## config.mk

```make
export PLATFORM = sky130hd
export DESIGN_NAME = promotion_menu_ctrl
export DESIGN_NICKNAME = d
export VERILOG_FILES = /design/src/rtl/promotion_menu_ctrl_pkg.sv /design/src/rtl/promo_addr_gen.sv /design/src/rtl/promotion_menu_ctrl.sv
export SDC_FILE = /design/constraint.sdc
export NUM_CORES = 1
export LEC_CHECK = 0
export ABC_AREA = 1
export ABC_CLOCK_PERIOD_IN_PS = 1300
export BUFFER_PORTS_ARGS = -buffer_cell sky130_fd_sc_hd__buf_2
export CAP_MARGIN = 20
export CORE_UTILIZATION = 52
export CTS_BUF_LIST = sky130_fd_sc_hd__clkbuf_8 sky130_fd_sc_hd__clkbuf_16
export DETAILED_ROUTE_END_ITERATION = 10
export GPL_TIMING_DRIVEN = 0
export PLACE_DENSITY_LB_ADDON = 0.08
export SYNTH_ARGS = -nofsm -noshare
export SYNTH_HDL_FRONTEND = slang
export SYNTH_SLANG_ARGS = --single-unit
```

## constraint.sdc

```tcl
create_clock -name vga_clk -period 1.3 [get_ports vga_clk]
set_input_delay 0.065 -clock vga_clk [delete_from_list [all_inputs] [get_ports vga_clk]]
set_output_delay 0.065 -clock vga_clk [all_outputs]
set_load 0.03 [all_outputs]
```

## src/rtl/promotion_menu_ctrl_pkg.sv

```systemverilog
`default_nettype none
// ============================================================================
//  Module   : promotion_menu_ctrl_pkg
//  Purpose  : Shared types and constants for the pawn-promotion menu block.
//             Holds the FSM state encoding, the piece codes reported on the
//             result handshake, and the sprite-row thresholds that split the
//             menu sprite into four option bands.
//  Revision : 1.0  initial release
// ============================================================================
package promotion_menu_ctrl_pkg;

  typedef enum logic [2:0] {
    ST_IDLE   = 3'd0,
    ST_OPEN   = 3'd1,
    ST_SELECT = 3'd2,
    ST_COMMIT = 3'd3,
    ST_CLOSE  = 3'd4
  } state_e;

  typedef enum logic [1:0] {
    PIECE_QUEEN  = 2'd0,
    PIECE_ROOK   = 2'd1,
    PIECE_BISHOP = 2'd2,
    PIECE_KNIGHT = 2'd3
  } piece_e;

  // First sprite row (ly) of option bands 1, 2 and 3.
  localparam logic [9:0] BAND1_LY = 10'd62;
  localparam logic [9:0] BAND2_LY = 10'd124;
  localparam logic [9:0] BAND3_LY = 10'd186;

endpackage
`default_nettype wire

```

## src/rtl/promo_addr_gen.sv

```systemverilog
`default_nettype none
// ============================================================================
//  Module   : promo_addr_gen
//  Purpose  : Pixel-side logic of the promotion menu. Tests whether the
//             current pixel falls inside the sprite window, forms the sprite
//             ROM address and decides whether the pixel sits in the displayed
//             selected option band. All outputs are registered (1 cycle).
//  Ports    : vga_clk, reset_n        clock / async active-low reset
//             menu_active_i           menu currently visible
//             shown_sel_i[1:0]        option band to highlight this frame
//             draw_x_i, draw_y_i      current pixel coordinates
//             overlay_en_o            pixel shows the sprite
//             rom_address_o[13:0]     sprite ROM address (0 outside window)
//             highlight_o             pixel in the highlighted band
//  Revision : 1.0  initial release
// ============================================================================
module promo_addr_gen
  import promotion_menu_ctrl_pkg::*;
#(
  parameter int ORIGIN_X = 292,
  parameter int ORIGIN_Y = 116,
  parameter int SPR_W    = 55,
  parameter int SPR_H    = 247
) (
  input  logic        vga_clk,
  input  logic        reset_n,
  input  logic        menu_active_i,
  input  logic [1:0]  shown_sel_i,
  input  logic [9:0]  draw_x_i,
  input  logic [9:0]  draw_y_i,
  output logic        overlay_en_o,
  output logic [13:0] rom_address_o,
  output logic        highlight_o
);

  // Bounds are one bit wider than the coordinates so the exclusive upper
  // edge cannot wrap for windows touching the screen limit.
  localparam logic [10:0] X_LO = 11'(ORIGIN_X);
  localparam logic [10:0] X_HI = 11'(ORIGIN_X + SPR_W);
  localparam logic [10:0] Y_LO = 11'(ORIGIN_Y);
  localparam logic [10:0] Y_HI = 11'(ORIGIN_Y + SPR_H);
  localparam logic [9:0]  X0   = 10'(ORIGIN_X);
  localparam logic [9:0]  Y0   = 10'(ORIGIN_Y);

  logic        w_hit;
  logic [9:0]  w_lx;
  logic [9:0]  w_ly;
  logic [13:0] w_lx14;
  logic [13:0] w_ly14;
  logic [13:0] w_addr;
  logic [1:0]  w_band;

  assign w_hit = ({1'b0, draw_x_i} >= X_LO) && ({1'b0, draw_x_i} < X_HI) &&
                 ({1'b0, draw_y_i} >= Y_LO) && ({1'b0, draw_y_i} < Y_HI);

  assign w_lx   = draw_x_i - X0;
  assign w_ly   = draw_y_i - Y0;
  assign w_lx14 = {4'd0, w_lx};
  assign w_ly14 = {4'd0, w_ly};

  // ly*55 = ly*64 - ly*8 - ly. Out-of-window garbage is masked below.
  assign w_addr = (w_ly14 << 6) - (w_ly14 << 3) - w_ly14 + w_lx14;

  always_comb begin
    w_band = 2'd3;
    if (w_ly < BAND1_LY)      w_band = 2'd0;
    else if (w_ly < BAND2_LY) w_band = 2'd1;
    else if (w_ly < BAND3_LY) w_band = 2'd2;
  end

  always_ff @(posedge vga_clk or negedge reset_n) begin
    if (!reset_n) begin
      overlay_en_o  <= 1'b0;
      rom_address_o <= 14'd0;
      highlight_o   <= 1'b0;
    end else begin
      overlay_en_o  <= menu_active_i & w_hit;
      rom_address_o <= w_hit ? w_addr : 14'd0;
      highlight_o   <= menu_active_i & w_hit & (w_band == shown_sel_i);
    end
  end

endmodule
`default_nettype wire

```

## src/rtl/promotion_menu_ctrl.sv

```systemverilog
`default_nettype none
// ============================================================================
//  Module   : promotion_menu_ctrl
//  Purpose  : Pawn-promotion menu controller. Opens a sprite menu on request,
//             lets the player cycle through queen/rook/bishop/knight with
//             up/down keys, commits the choice on enter via a valid/ready
//             handshake, and closes the menu at the next frame boundary.
//  Ports    : vga_clk, reset_n                clock / async active-low reset
//             promo_req                       promotion requested (level)
//             key_up, key_down, key_enter     synchronised key levels
//             frame_start                     vertical-blank start pulse
//             DrawX, DrawY                    current pixel coordinates
//             overlay_en, rom_address,
//             highlight                       registered pixel outputs
//             piece_valid, piece_sel,
//             piece_ready                     result handshake
//             busy                            session in progress
//  Revision : 1.0  initial release
// ============================================================================
module promotion_menu_ctrl
  import promotion_menu_ctrl_pkg::*;
#(
  parameter int ORIGIN_X = 292,
  parameter int ORIGIN_Y = 116,
  parameter int SPR_W    = 55,
  parameter int SPR_H    = 247
) (
  input  logic        vga_clk,
  input  logic        reset_n,
  input  logic        promo_req,
  input  logic        key_up,
  input  logic        key_down,
  input  logic        key_enter,
  input  logic        frame_start,
  input  logic [9:0]  DrawX,
  input  logic [9:0]  DrawY,
  output logic        overlay_en,
  output logic [13:0] rom_address,
  output logic        highlight,
  output logic        piece_valid,
  output logic [1:0]  piece_sel,
  input  logic        piece_ready,
  output logic        busy
);

  state_e     state_q;
  piece_e     sel_q;
  piece_e     piece_sel_q;
  logic [1:0] shown_sel_q;
  logic       menu_active_q;
  logic       piece_valid_q;
  logic       key_up_q;
  logic       key_down_q;
  logic       key_enter_q;

  logic w_up_rise;
  logic w_down_rise;
  logic w_enter_rise;

  assign w_up_rise    = key_up    & ~key_up_q;
  assign w_down_rise  = key_down  & ~key_down_q;
  assign w_enter_rise = key_enter & ~key_enter_q;

  always_ff @(posedge vga_clk or negedge reset_n) begin
    if (!reset_n) begin
      state_q       <= ST_IDLE;
      sel_q         <= PIECE_QUEEN;
      piece_sel_q   <= PIECE_QUEEN;
      shown_sel_q   <= 2'd0;
      menu_active_q <= 1'b0;
      piece_valid_q <= 1'b0;
      key_up_q      <= 1'b0;
      key_down_q    <= 1'b0;
      key_enter_q   <= 1'b0;
    end else begin
      key_up_q    <= key_up;
      key_down_q  <= key_down;
      key_enter_q <= key_enter;

      // Latched only at frame boundaries so the highlight band is stable
      // for a whole frame.
      if (frame_start) shown_sel_q <= sel_q;

      case (state_q)
        ST_IDLE: begin
          if (promo_req) begin
            state_q <= ST_OPEN;
            sel_q   <= PIECE_QUEEN;
          end
        end
        ST_OPEN: begin
          if (frame_start) begin
            state_q       <= ST_SELECT;
            menu_active_q <= 1'b1;
          end
        end
        ST_SELECT: begin
          // Enter wins over navigation; opposing up/down edges cancel.
          if (w_enter_rise) begin
            state_q       <= ST_COMMIT;
            piece_sel_q   <= sel_q;
            piece_valid_q <= 1'b1;
          end else if (w_up_rise && !w_down_rise) begin
            sel_q <= piece_e'(sel_q - 2'd1);
          end else if (w_down_rise && !w_up_rise) begin
            sel_q <= piece_e'(sel_q + 2'd1);
          end
        end
        ST_COMMIT: begin
          if (piece_ready) begin
            state_q       <= ST_CLOSE;
            piece_valid_q <= 1'b0;
          end
        end
        ST_CLOSE: begin
          if (frame_start) begin
            state_q       <= ST_IDLE;
            menu_active_q <= 1'b0;
          end
        end
        default: state_q <= ST_IDLE;
      endcase
    end
  end

  assign piece_valid = piece_valid_q;
  assign piece_sel   = piece_sel_q;
  assign busy        = (state_q != ST_IDLE);

  promo_addr_gen #(
    .ORIGIN_X (ORIGIN_X),
    .ORIGIN_Y (ORIGIN_Y),
    .SPR_W    (SPR_W),
    .SPR_H    (SPR_H)
  ) u_addr_gen (
    .vga_clk       (vga_clk),
    .reset_n       (reset_n),
    .menu_active_i (menu_active_q),
    .shown_sel_i   (shown_sel_q),
    .draw_x_i      (DrawX),
    .draw_y_i      (DrawY),
    .overlay_en_o  (overlay_en),
    .rom_address_o (rom_address),
    .highlight_o   (highlight)
  );

endmodule
`default_nettype wire

```

==> results of run 1 <==
==> cell families (layout without fill, tap and decap cells) <==
logic type / after synthesis / count (layout) / share of synthesized area, %
flip-flops: 30 / 30 / 27.0
AO/OA/AOI/OAI: 41 / 41 / 8.95
adder cells (fa/ha/maj): 47 / 47 / 24.7
AND/OR/NAND/NOR: 137 / 137 / 23.7
buffers and inverters: 73 / 166 / 10.4
XOR/XNOR: 16 / 16 / 5.31
==> final timing paths <==
path / end / cells after the start
worst min-delay path: menu_active_q / 2
worst max register to register: sel_q[1] / 8
worst min register to register: piece_sel[1] / 2
min in group asynchronous: u_addr_gen.highlight_o / 2
worst max-delay path: u_addr_gen.rom_address_o[13] / 19
max in group asynchronous: state_q[1] / 2
==> stage by stage <==
stage	cell area, µm²	total power [µW]	cells	utilization (%)
finish	4100	6400	507	79.7
global route	4100	6850	507	79.7
CTS	3640	5310	485	70.8
detailed placement	3270	3980	460	63.6
global placement	3270	3960	460	63.6
floorplan	2950	3430	344	-
==> power by group <==
group / switching (µW) / internal (µW)
logic: 2420 / 2060
registers: 149 / 1080
clock network: 325 / 358
total: 2900 / 3500
==> routing by layer <==
| layer | vias up | GRT usage (%) | share of wire [%] |
|---|---|---|---|
| met2 | 59 | 38.5 | 54 |
| met1 | 1246 | 30.4 | 41 |
| li1 | 1269 | - | - |
| met3 | 12 | 3.88 | 3.8 |
| met4 | 0 | 2.88 | 1.1 |
| met5 | - | 0 | 0 |
==> worst max-delay path, delay by kind of cell <==
family | cells | cell delay, ps
xor+xnor | 1 | 150
buf+inv | 5 | 370
simple gates | 6 | 510
compound gates | 3 | 460
fa+ha+maj | 4 | 1440
==> final cells by class <==
| type | instances | area, µm² | area share (%) |
|---|---|---|---|
| multi-input cells | 241 | 2250 | 55.0 |
| plain buffers | 2 | 22.5 | 0.550 |
| well taps | 70 | 87.6 | 2.14 |
| repair buffers | 86 | 611 | 14.9 |
| flip-flops and latches | 30 | 752 | 18.4 |
| clock buffers | 5 | 68.8 | 1.68 |
| inverters | 71 | 293 | 7.15 |
| clock inverters | 2 | 10.0 | 0.244 |
==> state kept, by name, indices dropped and copies added (netlist names) <==
signal	flops
key_down_q	1
key_enter_q	1
key_up_q	1
menu_active_q	1
piece_sel	2
piece_valid	1
sel_q	2
shown_sel_q	2
state_q	3
u_addr_gen.highlight_o	1
u_addr_gen.overlay_en_o	1
u_addr_gen.rom_address_o	14
==> cell usage in the layout, fill, tap and decap left out, types with 5 or more instances in the layout <==
master    netlist  final
inv_1          63     43
a21oi_1        14      5
nor2_4          2      6
nand2_2         9     19
nor2_2          2      9
nand2_1        56     40
fa_1           13     10
nand2_4         0      6
a21oi_2         2      6
o21ai_1         3      6
ha_1           34     23
a21oi_4         0      5
nor2_1         32     21
buf_2           0     43
nand3_1        19     11
clkbuf_8        0      5
inv_4           0      7
buf_6           2     12
nand3_2         3      8
ha_4            0     10
buf_4           0     27
xor2_1          9      9
inv_2           7     19
dfrtp_1        30     29
==> timing repair <==
| action | CTS | global route |
|---|---|---|
| pin swaps | 30 | 60 |
| resized for setup | 40 | 80 |
| cloned | 0 | 1 |
| buffers inserted | 14 | 24 |
| endpoints found under the hold margin | 33 | 0 |
| hold buffers | 4 | 0 |
| endpoints found under the setup margin | 21 | 23 |
==> run metrics, run 1 <==
clk root buf=clkbuf_8; H-tree levels=2; final slew viol count=0; GRT Residual Overflow=0; Sink Count=30; top cells by count, synth=inv_1 (63), nand2_1 (56), ha_1 (34); post-synth top area cell=dfrtp_1; Die W=approximately 75 µm; CP endpoint kind=flop; hold crit path type=primary input to flop; # rows=26; Hold Slack=about 55 ps; Nets=around 500; Crit Path Max Fanout=4; count of cell types in the netlist=39; CTS tree=done; Total Routed Length=between 7000 and 8000 µm; setup TNS=-14,180 ps; number of port buffers=between 40 and 50; Power Density=around 1600 nW/µm²; worst rel slew slack=between 50% and 60%; Die Span Y=roughly 75 µm; CP max stage delay=a little under 600 ps; run status=finished with violations; DRC=0; Worst-path clk slew=around 60 ps; VDD IR-drop max=~1.3 mV; hpwl dp=approximately 4500 µm; share of post-route cells with drive strength above 1=48.7%; cells after synthesis=~340; Synth Register Bits=30; Mapped Area=2780 µm²; r2r startpoint=key_down_q; R2R setup slack=-150 ps; remaining antenna violation count=0; Synth area leaders=dfrtp_1 (27%), ha_1 (15%), fa_1 (9.4%); drt wl/cell=around 14 µm; failing checks=negative setup slack; Iteration-0 DRC Markers=112; crit start category=primary input; RePlAce Congestion=a little over 0.8; Clk Latency, worst-skew pair=around 280 ps; Crit Path Category=primary input to flop; Worst setup startpoint=DrawY[2]; Crit-path slowest cell=fa_2; router iterations before antenna repair=6; WP data arrival=3000 ps; worst clock skew=4.29 ps; fmax=352 MHz; Finish-stage setup viols=21; async set-reset flop share out of synthesis=100%; Placement Setup Slack=-2040 ps; fillers=roughly 360; ys flop type=dfrtp_1; initial core utilization=between 50% and 60%; vias in the first global route=2,336; required time worst endpoint=between 1000 and 1500 ps; worst-margin pin slew=roughly 650 ps; pin count of the biggest net entering global routing=31; worst setup margin=-1540 ps; hold path startpoint=frame_start; core footprint=between 5000 and 6000 µm²; sequential area share after synthesis=a little over a quarter; max cap viols=0; Synth Net Count=approximately 420; Num CTS Buffers=5; I/O pins=between 40 and 50; P&R area growth vs syn=47.2%; Max Buffers Root-to-Sink=2; Post-synth EDFFs=0; Avg Cell Area, Syn=between 8 and 9 µm²; first-pass GRT wire length=slightly below 10,000 µm; vias=about 2,600; critical-path cell list=buf_12, clkinvlp_4, ha_4, inv_2, nand4_4, nand2_2, nand2_2, nand2_4, inv_4, fa_2, fa_1, inv_2, ha_4, a21oi_4, o21ai_4, nand2_1, o2111a_1, xor2_1, nor2_1; drt via density=around 5.1; Hold Fails Final Rpt=0; crit path time final=2840 ps; Syn. warnings=0; antenna violations before repair=0; fin crit share=219%; unrepaired setup endpoints after global routing=true; top-area cell type share of the netlist area=around 27%; die area=roughly 5600 µm²; GRT Overall Usage=22.3%; most common cell in the netlist=inv_1; Leak=just over 0.002 µW; Ant. Diodes=0
Power figures use the tool's default switching activity.
==> run 2: changes to the inputs <==
--- a/config.mk
+++ b/config.mk
@@ -9,7 +9,7 @@
 export ABC_CLOCK_PERIOD_IN_PS = 1300
 export BUFFER_PORTS_ARGS = -buffer_cell sky130_fd_sc_hd__buf_2
 export CAP_MARGIN = 20
-export CORE_UTILIZATION = 52
+export CORE_UTILIZATION = 50
 export CTS_BUF_LIST = sky130_fd_sc_hd__clkbuf_8 sky130_fd_sc_hd__clkbuf_16
 export DETAILED_ROUTE_END_ITERATION = 10
 export GPL_TIMING_DRIVEN = 0
==> run metrics, run 2 (synthesis gave the netlist of run 1 again) <==
Total Routed Length=6290 µm (was 7100 µm); crit start category=primary input (unchanged); remaining antenna violation count=0 (unchanged); Finish-stage setup viols=20 (was 21); Die Span Y=76.6 µm (was 75.1 µm); worst path bufs/invs=5 (unchanged); RePlAce Congestion=0.841 (was 0.812); Post-DP Area=3270 µm² (unchanged); Crit Path Category=primary input to flop (unchanged); VDD IR-drop max=0.935 mV (was 1.26 mV); Num CTS Buffers=5 (unchanged); fillers=424 (was 363); GRT Overall Usage=23.1% (was 22.3%); router iterations before antenna repair=4 (was 6); WP data arrival=2960 ps (was 3000 ps); Biggest register=u_addr_gen.rom_address_o (unchanged); max FFs per register=14 (unchanged); Nets=498 (was 512); P&R area growth vs syn=38.4% (was 47.2%); antenna violations before repair=0 (unchanged); CP max stage delay=540 ps (was 580 ps); GRT Residual Overflow=0 (unchanged); initial core utilization=53.1% (was 54.1%); worst setup margin=-1500 ps (was -1540 ps); Leak=0.00196 µW (was 0.00205 µW); share of post-route cells with drive strength above 1=41.8% (was 48.7%); pin count of the biggest net entering global routing=31 (unchanged); Clk Latency, worst-skew pair=270 ps (was 280 ps); Power Density=1460 nW/µm² (was 1560 nW/µm²); CTS tree=done (unchanged); die area=5870 µm² (was 5650 µm²); DRC=0 (unchanged); run status=finished with violations (unchanged); multi-input logic area=2130 µm² (was 2250 µm²); Die W=76.6 µm (was 75.1 µm); R2R setup slack=-160 ps (was -150 ps); number of port buffers=46 (unchanged); register area=752 µm² (unchanged); fin crit share=216% (was 219%); hold crit path type=primary input to flop (unchanged); largest registers=u_addr_gen.rom_address_o: 14 flops, state_q: 3 flops (unchanged); drt wl/cell=12.8 µm (was 14.0 µm); drt via density=4.96 (was 5.10); Final Total Pwr=5620 µW (was 6400 µW); Worst-path clk slew=60 ps (about the same); required time worst endpoint=1460 ps (about the same); core footprint=5240 µm² (was 5140 µm²); commonest non-fill, non-tap cell in the layout=inv_1; fmax=357 MHz (was 352 MHz); Ant. Diodes=0 (unchanged); worst-margin pin slew=643 ps (was 653 ps); # rows=26 (unchanged); final slew viol count=0 (unchanged); I/O pins=48 (unchanged); Hold Fails Final Rpt=0 (unchanged); crit path time final=2800 ps (was 2840 ps); vias in the first global route=2,436 (was 2,336); Max Buffers Root-to-Sink=2 (unchanged); most frequent cells in the layout=inv_1 (49), nand2_1 (46), buf_2 (43), dfrtp_1 (29), nor2_1 (24) (was inv_1 (43), buf_2 (43), nand2_1 (40), dfrtp_1 (29), buf_4 (27)); first-pass GRT wire length=10,700 µm (was 9740 µm); failing checks=negative setup slack (unchanged); Crit Path Max Fanout=4 (unchanged); max cap viols=0 (unchanged); H-tree levels=2 (unchanged); clk root buf=clkbuf_8 (unchanged); Crit path max-delay family=adder cells (unchanged); vias=2,447 (was 2,586); Sink Count=30 (unchanged); worst clock skew=4.97 ps (was 4.29 ps); setup TNS=-13,660 ps (was -14,180 ps); fin area=3850 µm² (was 4100 µm²); unrepaired setup endpoints after global routing=true (unchanged); Iteration-0 DRC Markers=79 (was 112); hpwl dp=4620 µm (was 4460 µm); worst rel slew slack=57.1% (was 56.5%); Crit-path slowest cell=fa_1 (was fa_2); CP endpoint kind=flop (unchanged); critical-path cell list=buf_12, clkinvlp_4, ha_4, inv_2, nand4_4, nand2_2, nand2_2, nand2_4, inv_4, fa_1, fa_1, inv_2, ha_4, a21oi_4, o21ai_2, nand2_1, o2111a_1, xor2_1, nor2_1 (was buf_12, clkinvlp_4, ha_4, inv_2, nand4_4, nand2_2, nand2_2, nand2_4, inv_4, fa_2, fa_1, inv_2, ha_4, a21oi_4, o21ai_4, nand2_1, o2111a_1, xor2_1, nor2_1)
run 2: cell count changes in the layout (fill, tap and decap cells not counted), sizes merged:
cell / previous run / this run
buf: 84 / 69
clkbuf: 5 / 6
run 2: path summary, 6_finish.rpt:
check	from	end	depth (start not counted)
setup / recovery	DrawY[2]	u_addr_gen.rom_address_o[13]	19
hold / removal	frame_start	menu_active_q	2
setup reg to reg	key_up_q	sel_q[1]	7
hold reg to reg	piece_sel[1]	piece_sel[1]	2
max in group asynchronous	reset_n	state_q[1]	2
min in group asynchronous	reset_n	state_q[0]	2
run 2: stage by stage:
| step | cells | util (%) | hold slack, ps | worst slack (ps) |
|---|---|---|---|---|
| after global routing | 493 | 73.5 | 51.3 | -1660 |
| after detailed placement | 460 | 62.4 | 122 | -2100 |
| after CTS | 486 | 69.8 | 45.7 | -1520 |
| after global placement | 460 | 62.4 | 120 | -2050 |
| after floorplan | 344 | - | -231 | -1560 |
| final | 493 | 73.5 | 53.4 | -1500 |
run 2: area by class of cell:
cell class	count	share of cell area, %
Tap cell	70	2.28
Sequential cell	30	19.5
Buffer	2	0.585
Clock buffer	5	1.79
Timing Repair Buffer	72	12.6
Clock inverter	2	0.260
Multi-Input combinational cell	241	55.3
Inverter	71	7.61
run 2: routing by layer:
metal | part of all wire (%) | up-vias | global-route usage [%]
met4 | 0.59 | 0 | 4.04
met1 | 45 | 1159 | 29.6
met5 | 0 | - | 0
met2 | 52 | 36 | 41.4
li1 | - | 1248 | -
met3 | 2.8 | 4 | 3.59
run 2: report_power, final:
part	internal [µW]	switching (µW)	leakage [µW]
Combinational	1690	2010	0.00152
Clock	358	317	0.0000438
Sequential	1080	155	0.000397
Total	3130	2490	0.00196
run 2: worst reg2reg max path, cell delays in order, from the launching register on:
cell      delay, ps
dfrtp_1         370
nor2_2          130
ha_4            230
nand2_2          60
nand2_2          70
nor3_4          240
and3_1          220
a211oi_2         40
run 2: repair_timing:
action / 4_1_cts / 5_1_grt
pin swaps: 33 / 22
setup endpoints to repair: 20 / 23
hold buffers: 4 / 0
resized for setup: 41 / 41
endpoints found under the hold margin: 33 / 0
setup buffers: 15 / 8
==> run 3: changes to the inputs <==
--- a/config.mk
+++ b/config.mk
@@ -13,6 +13,7 @@
 export CTS_BUF_LIST = sky130_fd_sc_hd__clkbuf_8 sky130_fd_sc_hd__clkbuf_16
 export DETAILED_ROUTE_END_ITERATION = 10
 export GPL_TIMING_DRIVEN = 0
+export MAX_ROUTING_LAYER = met4
 export PLACE_DENSITY_LB_ADDON = 0.08
 export SYNTH_ARGS = -nofsm -noshare
 export SYNTH_HDL_FRONTEND = slang
==> run metrics, run 3 (synthesis gave the netlist of run 1 again) <==
run status=finished with violations (unchanged); failing checks=negative setup slack (unchanged); unrepaired setup endpoints after global routing=true (unchanged); worst rel slew slack=57.1% (about the same); sw frac=44.3% (about the same); Sink Count=30 (unchanged); first-pass GRT wire length=10,700 µm (about the same); max FFs per register=14 (unchanged); Num CTS Buffers=5 (unchanged); multi-input logic area=2130 µm² (unchanged); fillers=424 (unchanged); CP endpoint kind=flop (unchanged); Total Routed Length=6290 µm (about the same); hpwl dp=4620 µm (unchanged); router iterations before antenna repair=4 (unchanged); fin crit share=216% (about the same); required time worst endpoint=1460 ps (about the same); core footprint=5240 µm² (unchanged); die area=5870 µm² (unchanged); Post-DP Area=3270 µm² (unchanged); Worst setup startpoint=DrawY[2] (unchanged); Final Non-Filler Cells=493 (unchanged); r2r startpoint=key_up_q (unchanged); Clock power frac=12.0% (about the same); share of post-route cells with drive strength above 1=41.8% (unchanged); fin area=3850 µm² (unchanged); CTS tree=done (unchanged); drt via density=4.96 (about the same); GRT Residual Overflow=0 (unchanged); crit path time final=2810 ps (was 2800 ps); antenna violations before repair=0 (unchanged); pin count of the biggest net entering global routing=31 (unchanged); P_int=3130 µW (about the same); Leak=0.00196 µW (unchanged); hold path startpoint=frame_start (unchanged); commonest non-fill, non-tap cell in the layout=inv_1 (unchanged); vias in the first global route=2,437 (was 2,436); WP data arrival=2970 ps (was 2960 ps); Crit Path Category=primary input to flop (unchanged); RePlAce Congestion=0.854 (was 0.841); Worst-path clk slew=60 ps (about the same); H-tree levels=2 (unchanged); Ant. Diodes=0 (unchanged); remaining antenna violation count=0 (unchanged); Hold Fails Final Rpt=0 (unchanged); GRT Overall Usage=23.8% (was 23.1%); fmax=356 MHz (was 357 MHz); Crit Path Max Fanout=4 (unchanged); max cap viols=0 (unchanged); most frequent cells in the layout=inv_1 (49), nand2_1 (46), buf_2 (43), dfrtp_1 (29), nor2_1 (24) (unchanged); Comb pwr share=65.9% (was 66.0%); Nets=498 (unchanged); NetSw=2490 µW (about the same); P&R area growth vs syn=38.4% (unchanged); Placed Cells incl. Taps=460 (unchanged); Clk Latency, worst-skew pair=270 ps (about the same); Power Density=1460 nW/µm² (about the same); I/O pins=48 (unchanged); worst clock skew=5.05 ps (was 4.97 ps); Die Span Y=76.6 µm (unchanged); Die W=76.6 µm (unchanged); register area=752 µm² (unchanged); worst-margin pin slew=643 ps (about the same); final slew viol count=0 (unchanged); sequential power share=22.0% (about the same); number of port buffers=46 (unchanged); Finish-stage setup viols=20 (unchanged); DRC=0 (unchanged); VDD IR-drop max=0.935 mV (about the same); vias=2,446 (was 2,447); initial core utilization=53.1% (unchanged); Biggest register=u_addr_gen.rom_address_o (unchanged); Iteration-0 DRC Markers=78 (was 79); drt wl/cell=12.8 µm (about the same); hold crit path type=primary input to flop (unchanged); Max Buffers Root-to-Sink=2 (unchanged); largest registers=u_addr_gen.rom_address_o: 14 flops, state_q: 3 flops (unchanged); crit start category=primary input (unchanged); # rows=26 (unchanged); clk root buf=clkbuf_8 (unchanged); worst setup margin=-1510 ps (was -1500 ps)
[run 3: worst paths after layout]
kind	depth (start not counted)	slack [ps]	to
setup / recovery	19	-1510	u_addr_gen.rom_address_o[13]
hold / removal	2	50	menu_active_q
setup reg to reg	7	-160	sel_q[1]
hold reg to reg	2	490	piece_sel[1]
max in group asynchronous	2	500	state_q[1]
min in group asynchronous	2	350	state_q[0]
[run 3: per-layer routing]
layer	part of all wire (%)	GRT usage (%)	up-vias	wire length [µm]
met5	0	-	-	0
met4	0.52	4.04	0	33
met3	3.2	3.59	4	202
met2	52	41.4	40	3280
met1	44	29.6	1156	2780
li1	-	-	1246	-
[run 3: per-stage QoR]
step / power, µW / TNS (ps) / worst slack (ps) / utilization [%] / hold WS, ps
finish: 5620 / -13650 / -1510 / 73.5 / 52.5
global placement: 3950 / -20890 / -2050 / 62.4 / 120
detailed placement: 3980 / -21200 / -2100 / 62.4 / 122
CTS: 5150 / -13040 / -1520 / 69.8 / 45.7
floorplan: 3430 / -13740 / -1560 / - / -231
global route: 6120 / -16080 / -1660 / 73.5 / 51.3
[run 3: cell type report]
type                       count  area share, %
sequential                    30           19.5
multi-input combinational    241           55.3
tap                           70           2.28
buffer                         2          0.585
timing repair buffer          72           12.6
clock buffer                   5           1.79
inverter                      71           7.61
clock inverter                 2          0.260
[run 3: timing repair]
item,CTS,global route
hold buffers,4,0
buffers inserted,15,8
gates resized for setup,41,41
endpoints found under the hold margin,33,0
pin swaps,33,22
endpoints found under the setup margin,20,23
[run 3: power groups by stage]
stage          Sequential (µW)  Clock [µW]  Combinational (µW)
6_report                  1240         677                3710
5_1_grt                   1250         745                4120
4_1_cts                   1210         699                3250
3_5_place_dp              1210           0                2770
3_3_place_gp              1210           0                2750
2_1_floorplan             1280           0                2160
[run 3: critical path, cell delays in order]
cell        delay (ps)
buf_12              80
clkinvlp_4         120
ha_4               220
inv_2               70
nand4_4            100
nand2_2            110
nand2_2             70
nand2_4             70
inv_4               40
fa_1               500
fa_1               540
inv_2               50
ha_4               240
a21oi_4            150
o21ai_2             90
nand2_1             60
o2111a_1           220
xor2_1             150
nor2_1              50
